File: src/rtl/fht_pkg.sv
// Shared types and address helpers for the 4-bank radix-2 FHT sequencer.
// Address helpers work on 16-bit values; callers truncate to their bank address width.
package fht_pkg;

    typedef enum logic [1:0] {
        ST_IDLE  = 2'd0,
        ST_RUN   = 2'd1,
        ST_DRAIN = 2'd2,
        ST_DONE  = 2'd3
    } fht_state_t;

    localparam int LOG2N_MIN = 3;

    function automatic logic [3:0] clamp_log2n(input logic [3:0] req, input logic [3:0] max_l);
        if (req < 4'(LOG2N_MIN)) return 4'(LOG2N_MIN);
        if (req > max_l) return max_l;
        return req;
    endfunction

    // Hartley mirror inside each block of sub = 2^(s-1) entries; identity for s < 2.
    function automatic logic [15:0] mirror_addr(input logic [15:0] cnt, input logic [3:0] s);
        logic [15:0] sub;
        logic [15:0] msk;
        sub = 16'd1 << (s - 4'd1);
        msk = sub - 16'd1;
        if (s < 4'd2) return cnt;
        return (cnt & ~msk) | ((sub - (cnt & msk)) & msk);
    endfunction

    function automatic logic [15:0] coef_addr(input logic [15:0] cnt, input logic [3:0] s,
                                              input logic [3:0] max_l);
        logic [15:0] msk;
        msk = (16'd1 << (s - 4'd1)) - 16'd1;
        if (s < 4'd2) return 16'd0;
        return (cnt & msk) << (max_l - 4'd1 - s);
    endfunction

endpackage

File: src/rtl/fht_delay_line.sv
// Fixed-depth shift register carrying the read address pair and valid bit to the write side.
// Shifting stops while iEN is low; iCLEAR zeroes every stage on the next edge.
module fht_delay_line #(
    parameter int WIDTH = 17,
    parameter int DEPTH = 3
) (
    input  logic             iCLK,
    input  logic             iCLEAR,
    input  logic             iEN,
    input  logic [WIDTH-1:0] iD,
    output logic [WIDTH-1:0] oQ
);

    logic [WIDTH-1:0] pipe [DEPTH];

    always_ff @(posedge iCLK) begin
        if (iCLEAR) begin
            for (int i = 0; i < DEPTH; i++) pipe[i] <= '0;
        end else if (iEN) begin
            pipe[0] <= iD;
            for (int i = 1; i < DEPTH; i++) pipe[i] <= pipe[i-1];
        end
    end

    assign oQ = pipe[DEPTH-1];

endmodule

File: src/rtl/fht_control_gen.sv
// Stage/address sequencer for the 4-bank radix-2 FHT core with stall and drain handling.
//   state    | meaning
//   ST_IDLE  | waiting for iSTART, oRDY high
//   ST_RUN   | issuing one read pair per cycle, cnt 0..D-1
//   ST_DRAIN | PIPE_LAT cycles letting the butterfly pipeline write back
//   ST_DONE  | one-cycle completion, oDONE pulse
module fht_control_gen
    import fht_pkg::*;
#(
    parameter int LOG2N_MAX = 10,
    parameter int PIPE_LAT  = 3,
    parameter int A_BIT     = LOG2N_MAX - 2
) (
    input  logic             iCLK,
    input  logic             iRESET,
    input  logic             iSTART,
    input  logic [3:0]       iLOG2N,
    input  logic             iHOLD,
    output logic             oRDY,
    output logic             oDONE,
    output logic [3:0]       oSTAGE,
    output logic             oST_ZERO,
    output logic             oST_LAST,
    output logic [A_BIT-1:0] oADDR_RD_A,
    output logic [A_BIT-1:0] oADDR_RD_B,
    output logic [A_BIT-1:0] oADDR_WR_A,
    output logic [A_BIT-1:0] oADDR_WR_B,
    output logic [A_BIT-1:0] oADDR_COEF,
    output logic             oRD_VALID,
    output logic             oWE_A,
    output logic             oWE_B,
    output logic             oSOURCE_DATA
);

    localparam logic [3:0] L_MAX      = 4'(LOG2N_MAX);
    localparam logic [3:0] DRAIN_LOAD = 4'(PIPE_LAT - 1);
    localparam int         DW         = 2 * A_BIT + 1;

    fht_state_t       state, state_nxt;
    logic [A_BIT-1:0] cnt, cnt_nxt, cnt_last;
    logic [3:0]       stage, stage_nxt, len_l, len_nxt, drain, drain_nxt;
    logic             source, source_nxt;
    logic             running, rd_valid, wr_valid, wr_en;
    logic [A_BIT-1:0] rd_a, rd_b, coef;
    logic [DW-1:0]    dl_in, dl_out;

    assign cnt_last = A_BIT'((32'd1 << (len_l - 4'd2)) - 32'd1);

    always_ff @(posedge iCLK) begin
        if (iRESET) begin
            state  <= ST_IDLE;
            cnt    <= '0;
            stage  <= '0;
            len_l  <= 4'(LOG2N_MIN);
            drain  <= '0;
            source <= 1'b0;
        end else begin
            state  <= state_nxt;
            cnt    <= cnt_nxt;
            stage  <= stage_nxt;
            len_l  <= len_nxt;
            drain  <= drain_nxt;
            source <= source_nxt;
        end
    end

    always_comb begin
        state_nxt  = state;
        cnt_nxt    = cnt;
        stage_nxt  = stage;
        len_nxt    = len_l;
        drain_nxt  = drain;
        source_nxt = source;
        case (state)
            ST_IDLE: begin
                if (iSTART) begin
                    state_nxt  = ST_RUN;
                    cnt_nxt    = '0;
                    stage_nxt  = '0;
                    len_nxt    = clamp_log2n(iLOG2N, L_MAX);
                    source_nxt = 1'b0;
                end
            end
            ST_RUN: begin
                if (!iHOLD) begin
                    if (cnt == cnt_last) begin
                        state_nxt = ST_DRAIN;
                        drain_nxt = DRAIN_LOAD;
                    end else begin
                        cnt_nxt = cnt + A_BIT'(1);
                    end
                end
            end
            ST_DRAIN: begin
                if (!iHOLD) begin
                    if (drain != 4'd0) begin
                        drain_nxt = drain - 4'd1;
                    end else if (stage == len_l - 4'd1) begin
                        state_nxt = ST_DONE;
                    end else begin
                        state_nxt  = ST_RUN;
                        stage_nxt  = stage + 4'd1;
                        cnt_nxt    = '0;
                        source_nxt = !source;
                    end
                end
            end
            ST_DONE: begin
                if (!iHOLD) begin
                    state_nxt = ST_IDLE;
                    stage_nxt = '0;
                end
            end
            default: state_nxt = ST_IDLE;
        endcase
    end

    // Read-side addresses are zero outside RUN so idle entries in the delay line carry zeros.
    assign running  = (state == ST_RUN) || (state == ST_DRAIN);
    assign rd_valid = (state == ST_RUN) && !iHOLD;
    assign rd_a     = (state == ST_RUN) ? cnt : '0;
    assign rd_b     = (state == ST_RUN) ? A_BIT'(mirror_addr(16'(cnt), stage)) : '0;
    assign coef     = (state == ST_RUN) ? A_BIT'(coef_addr(16'(cnt), stage, L_MAX)) : '0;
    assign dl_in    = {rd_valid, rd_a, rd_b};

    fht_delay_line #(
        .WIDTH (DW),
        .DEPTH (PIPE_LAT)
    ) u_delay (
        .iCLK   (iCLK),
        .iCLEAR (iRESET),
        .iEN    (!iHOLD),
        .iD     (dl_in),
        .oQ     (dl_out)
    );

    assign wr_valid = dl_out[DW-1];
    assign wr_en    = wr_valid && !iHOLD;

    assign oRDY         = (state == ST_IDLE) || (state == ST_DONE);
    assign oDONE        = (state == ST_DONE) && !iHOLD;
    assign oSTAGE       = stage;
    assign oST_ZERO     = running && (stage == 4'd0);
    assign oST_LAST     = running && (stage == len_l - 4'd1);
    assign oADDR_RD_A   = rd_a;
    assign oADDR_RD_B   = rd_b;
    assign oADDR_COEF   = coef;
    assign oRD_VALID    = rd_valid;
    assign oADDR_WR_A   = wr_valid ? dl_out[2*A_BIT-1:A_BIT] : '0;
    assign oADDR_WR_B   = wr_valid ? dl_out[A_BIT-1:0] : '0;
    assign oWE_A        = wr_en && stage[0];
    assign oWE_B        = wr_en && !stage[0];
    assign oSOURCE_DATA = source;

endmodule

File: config.mk
export PLATFORM = sky130hd
export DESIGN_NAME = fht_control_gen
export DESIGN_NICKNAME = d
export VERILOG_FILES = /design/src/rtl/fht_pkg.sv /design/src/rtl/fht_delay_line.sv /design/src/rtl/fht_control_gen.sv
export SDC_FILE = /design/constraint.sdc
export NUM_CORES = 1
export LEC_CHECK = 0
export BUFFER_PORTS_ARGS = -buffer_cell sky130_fd_sc_hd__buf_2
export CAP_MARGIN = 20
export CORE_ASPECT_RATIO = 1.5
export CORE_UTILIZATION = 39
export DETAILED_ROUTE_END_ITERATION = 16
export PLACE_DENSITY = 0.6
export SYNTH_ARGS = -nofsm -noshare
export SYNTH_HDL_FRONTEND = slang
export SYNTH_SLANG_ARGS = --single-unit
File: constraint.sdc
create_clock -name iCLK -period 9.6 [get_ports iCLK]
set_clock_uncertainty 0.1 [all_clocks]
set_input_delay 1.92 -clock iCLK [delete_from_list [all_inputs] [get_ports iCLK]]
set_output_delay 1.92 -clock iCLK [all_outputs]
set_load 0.05 [all_outputs]
==> results.sh <==
export IMPL_dr_total_vias=4319
export IMPL_place_congestion=0.936
export IMPL_yosysMostFrequentCell="and2_1"
export IMPL_antennaDiodeCount=0
export IMPL_synth_seq_cells=71
export IMPL_drive_above_1_share_pct=15.8
export IMPL_num_io_pins=60
export IMPL_die_h_um=142
export IMPL_routed_wl_um=12900
export IMPL_dieWidth_um=95.0
export IMPL_cts_root_buffer="clkbuf_16"
export IMPL_ant_nets=0
export IMPL_slew_headroom_pct=31.5
export IMPL_synth_area_per_cell_um2=9.00
export IMPL_peakVddDrop_mv=0.103
export IMPL_synth_async_reset_ratio_pct=0
export IMPL_syn_inst=563
export IMPL_yosys_warnings=0
export IMPL_criticalPathCategory="flop to output pin"
export IMPL_cts_inserted_buffers=9
export IMPL_reg2regPathDepth=15
export IMPL_cp_required_ns=7.58
export IMPL_rsz0062_at_grt="false"
export IMPL_whs_path_depth=1
export IMPL_synth_edff_count=48
export IMPL_startpoint_type="flop"
export IMPL_cts_hold_buf=0
export IMPL_max_cap_viol_count=0
export IMPL_start_util_pct=40.3
export IMPL_finalSetupViolCount=0
export IMPL_drt_iter0_drc=303
export IMPL_worst_pin_slew_ns=1.02
export IMPL_path_max_fanout=22
export IMPL_core_um2=12600
export IMPL_drc_errors=0
export IMPL_cts_path_max_buffers=2
export IMPL_cts_resized_gates=0
export IMPL_ys_flop_type="edfxtp_1"
export IMPL_fp_row_count=50
export IMPL_post_cts_buffers=0
export IMPL_power_leakage_nw=2.34
export IMPL_outcome="finished clean"
export IMPL_antenna_found_initial=0
export IMPL_cts_htree_levels=3
export IMPL_syn_nets=600
export IMPL_track_usage_pct=20.2
export IMPL_synth_top_cells_by_area="edfxtp_1 (28%), dfxtp_1 (9.1%), and2_1 (7.5%)"
export IMPL_clk_latency_ns=0.34
export IMPL_dieArea_um2=13500
export IMPL_drt_first_pass_iters=5
export IMPL_critical_path_arrival_ns=5.86
export IMPL_fmax_mhz=127
export IMPL_syn_area_um2=5060
export IMPL_timing_hold_ws_ns=0.402
export IMPL_p_per_area_nw_per_um2=182
export IMPL_grt_remaining_overflow=0
export IMPL_yosysSeqAreaShare_pct=37.5
export IMPL_hpwl_um=9480
export IMPL_grt_pass1_vias=4120
export IMPL_synthTopCellsByCount="and2_1 (61), edfxtp_1 (48), nor2_1 (40), nand2_1 (32), a21oi_1 (31)"
export IMPL_final_hold_viol_count=0
export IMPL_path_clk_slew_ns=0.07
export IMPL_via_per_inst=5.70
export IMPL_syn_to_final_growth_pct=12.9
export IMPL_cts_tree="built"
export IMPL_period_share_pct=82.0
export IMPL_port_buffers=59
export IMPL_slew_violations=0
export IMPL_worst_setup_path_end_kind="output pin"
export IMPL_nFillCells=1267
export IMPL_yosysTopAreaCellShare_pct=28.5
export IMPL_worst_hold_path_type="flop to flop"
export IMPL_grt_pass1_wl_um=20800
export IMPL_synth_largest_area_cell="edfxtp_1"
export IMPL_cts_sinks=71
export IMPL_grt_max_degree=49
export IMPL_synth_cell_types=71
export IMPL_final_min_clock_period_ns=7.88
export IMPL_total_power_w=0.00104
export IMPL_wl_per_cell_um=17.0
export IMPL_finalNetCount=634
export IMPL_tns_ns=0
## state kept, by name, indices dropped and copies added (netlist names)
register,count
cnt,8
u_delay.pipe,48
oSOURCE_DATA,1
drain,4
len_l,4
state,2
oSTAGE,4
## cells in the final DEF (no fill, tap or decap), types with 3 or more instances in the layout
cell / Yosys / final
nand3_1: 14 / 14
inv_1: 25 / 25
edfxtp_1: 48 / 48
nor4_1: 7 / 7
and3_1: 13 / 13
xor2_1: 11 / 11
or3_1: 10 / 10
a211o_1: 3 / 3
nor3_1: 18 / 18
o21a_1: 3 / 3
xnor2_1: 12 / 12
a31oi_1: 5 / 5
nor2b_1: 9 / 9
o41ai_1: 4 / 4
a311oi_1: 5 / 5
and2_1: 61 / 61
buf_2: 7 / 59
inv_6: 0 / 3
nor2_1: 40 / 39
clkbuf_16: 0 / 9
nor3b_1: 8 / 8
mux2i_1: 4 / 4
o21ai_0: 23 / 23
o31ai_1: 6 / 6
o211ai_1: 6 / 6
a21boi_0: 3 / 3
buf_4: 4 / 4
dfxtp_1: 23 / 23
ha_1: 29 / 29
clkinvlp_4: 0 / 3
nand4_1: 9 / 9
a21oi_1: 31 / 31
nand2b_1: 3 / 3
nand2_1: 32 / 31
a211oi_1: 4 / 4
o21ai_1: 3 / 3
## critical path: stages, from the launching register on
cell      delay (ns)
dfxtp_1         0.81
inv_1           0.33
ha_1            0.32
xnor2_1         0.80
nand3_1         0.34
ha_1            0.39
inv_1           0.17
nand4_1         0.11
o311ai_1        0.20
clkbuf_2        0.28
nand2_1         0.07
ha_1            0.32
a21oi_1         0.30
nor3_1          0.10
or3b_1          0.44
mux2_1          0.32
buf_2           0.21
## power by group
part | switching [W] | internal (W) | leakage (nW) | total, W
Clock | 0.000140 | 0.000179 | 0.131 | 0.000319
Sequential | 0.0000240 | 0.000347 | 0.719 | 0.000371
Combinational | 0.000236 | 0.000117 | 1.49 | 0.000354
## cell type report
type / instances / area, µm² / share of cell area, %
Multi-Input combinational cell: 425 / 2890 / 50.6
Clock inverter: 7 / 60.1 / 1.05
Inverter: 25 / 93.8 / 1.64
Clock buffer: 9 / 225 / 3.94
Sequential cell: 71 / 1900 / 33.3
Tap cell: 156 / 195 / 3.41
Timing Repair Buffer: 65 / 350 / 6.13
## logic make-up after synthesis
kind of cell,synth area share [%]
AOI/OAI and AO/OA,17.0
DFF,37.5
muxes,2.12
buffers and inverters,5.43
xor gates and xnor gates,5.06
and+or+nand+nor,25.6
adders and majority gates,7.16
## routing by layer
layer | wire length, µm | vias up | GRT usage [%]
li1 | - | 2102 | -
met1 | 5350 | 2075 | 23.3
met2 | 6670 | 118 | 36.0
met3 | 527 | 24 | 3.54
met4 | 354 | 0 | 8.61
met5 | 0 | - | 0
## path summary, 6_finish.rpt
path / startpoint / to / slack, ns
setup / recovery: oSTAGE[0]$_SDFFE_PP0P_ / oADDR_RD_B[7] / 1.72
hold / removal: u_delay.pipe[0][12]$_SDFFCE_PN0P_ / u_delay.pipe[0][29]$_SDFFCE_PN0P_ / 0.40
setup reg to reg: oSTAGE[0]$_SDFFE_PP0P_ / u_delay.pipe[0][7]$_SDFFCE_PN0P_ / 3.89
hold reg to reg: u_delay.pipe[0][12]$_SDFFCE_PN0P_ / u_delay.pipe[0][29]$_SDFFCE_PN0P_ / 0.40
## metrics by stage
step | cell area [µm²] | setup WS (ns) | std cells | util (%)
4_1_cts | 5690 | 1.73 | 756 | 45.3
6_report | 5720 | 1.72 | 758 | 45.5
2_1_floorplan | 5060 | 2.05 | 563 | -
3_3_place_gp | 5410 | 2.26 | 740 | 43.0
3_5_place_dp | 5410 | 2.12 | 740 | 43.0
5_1_grt | 5720 | 1.28 | 758 | 45.5
Power figures use the tool's default switching activity.
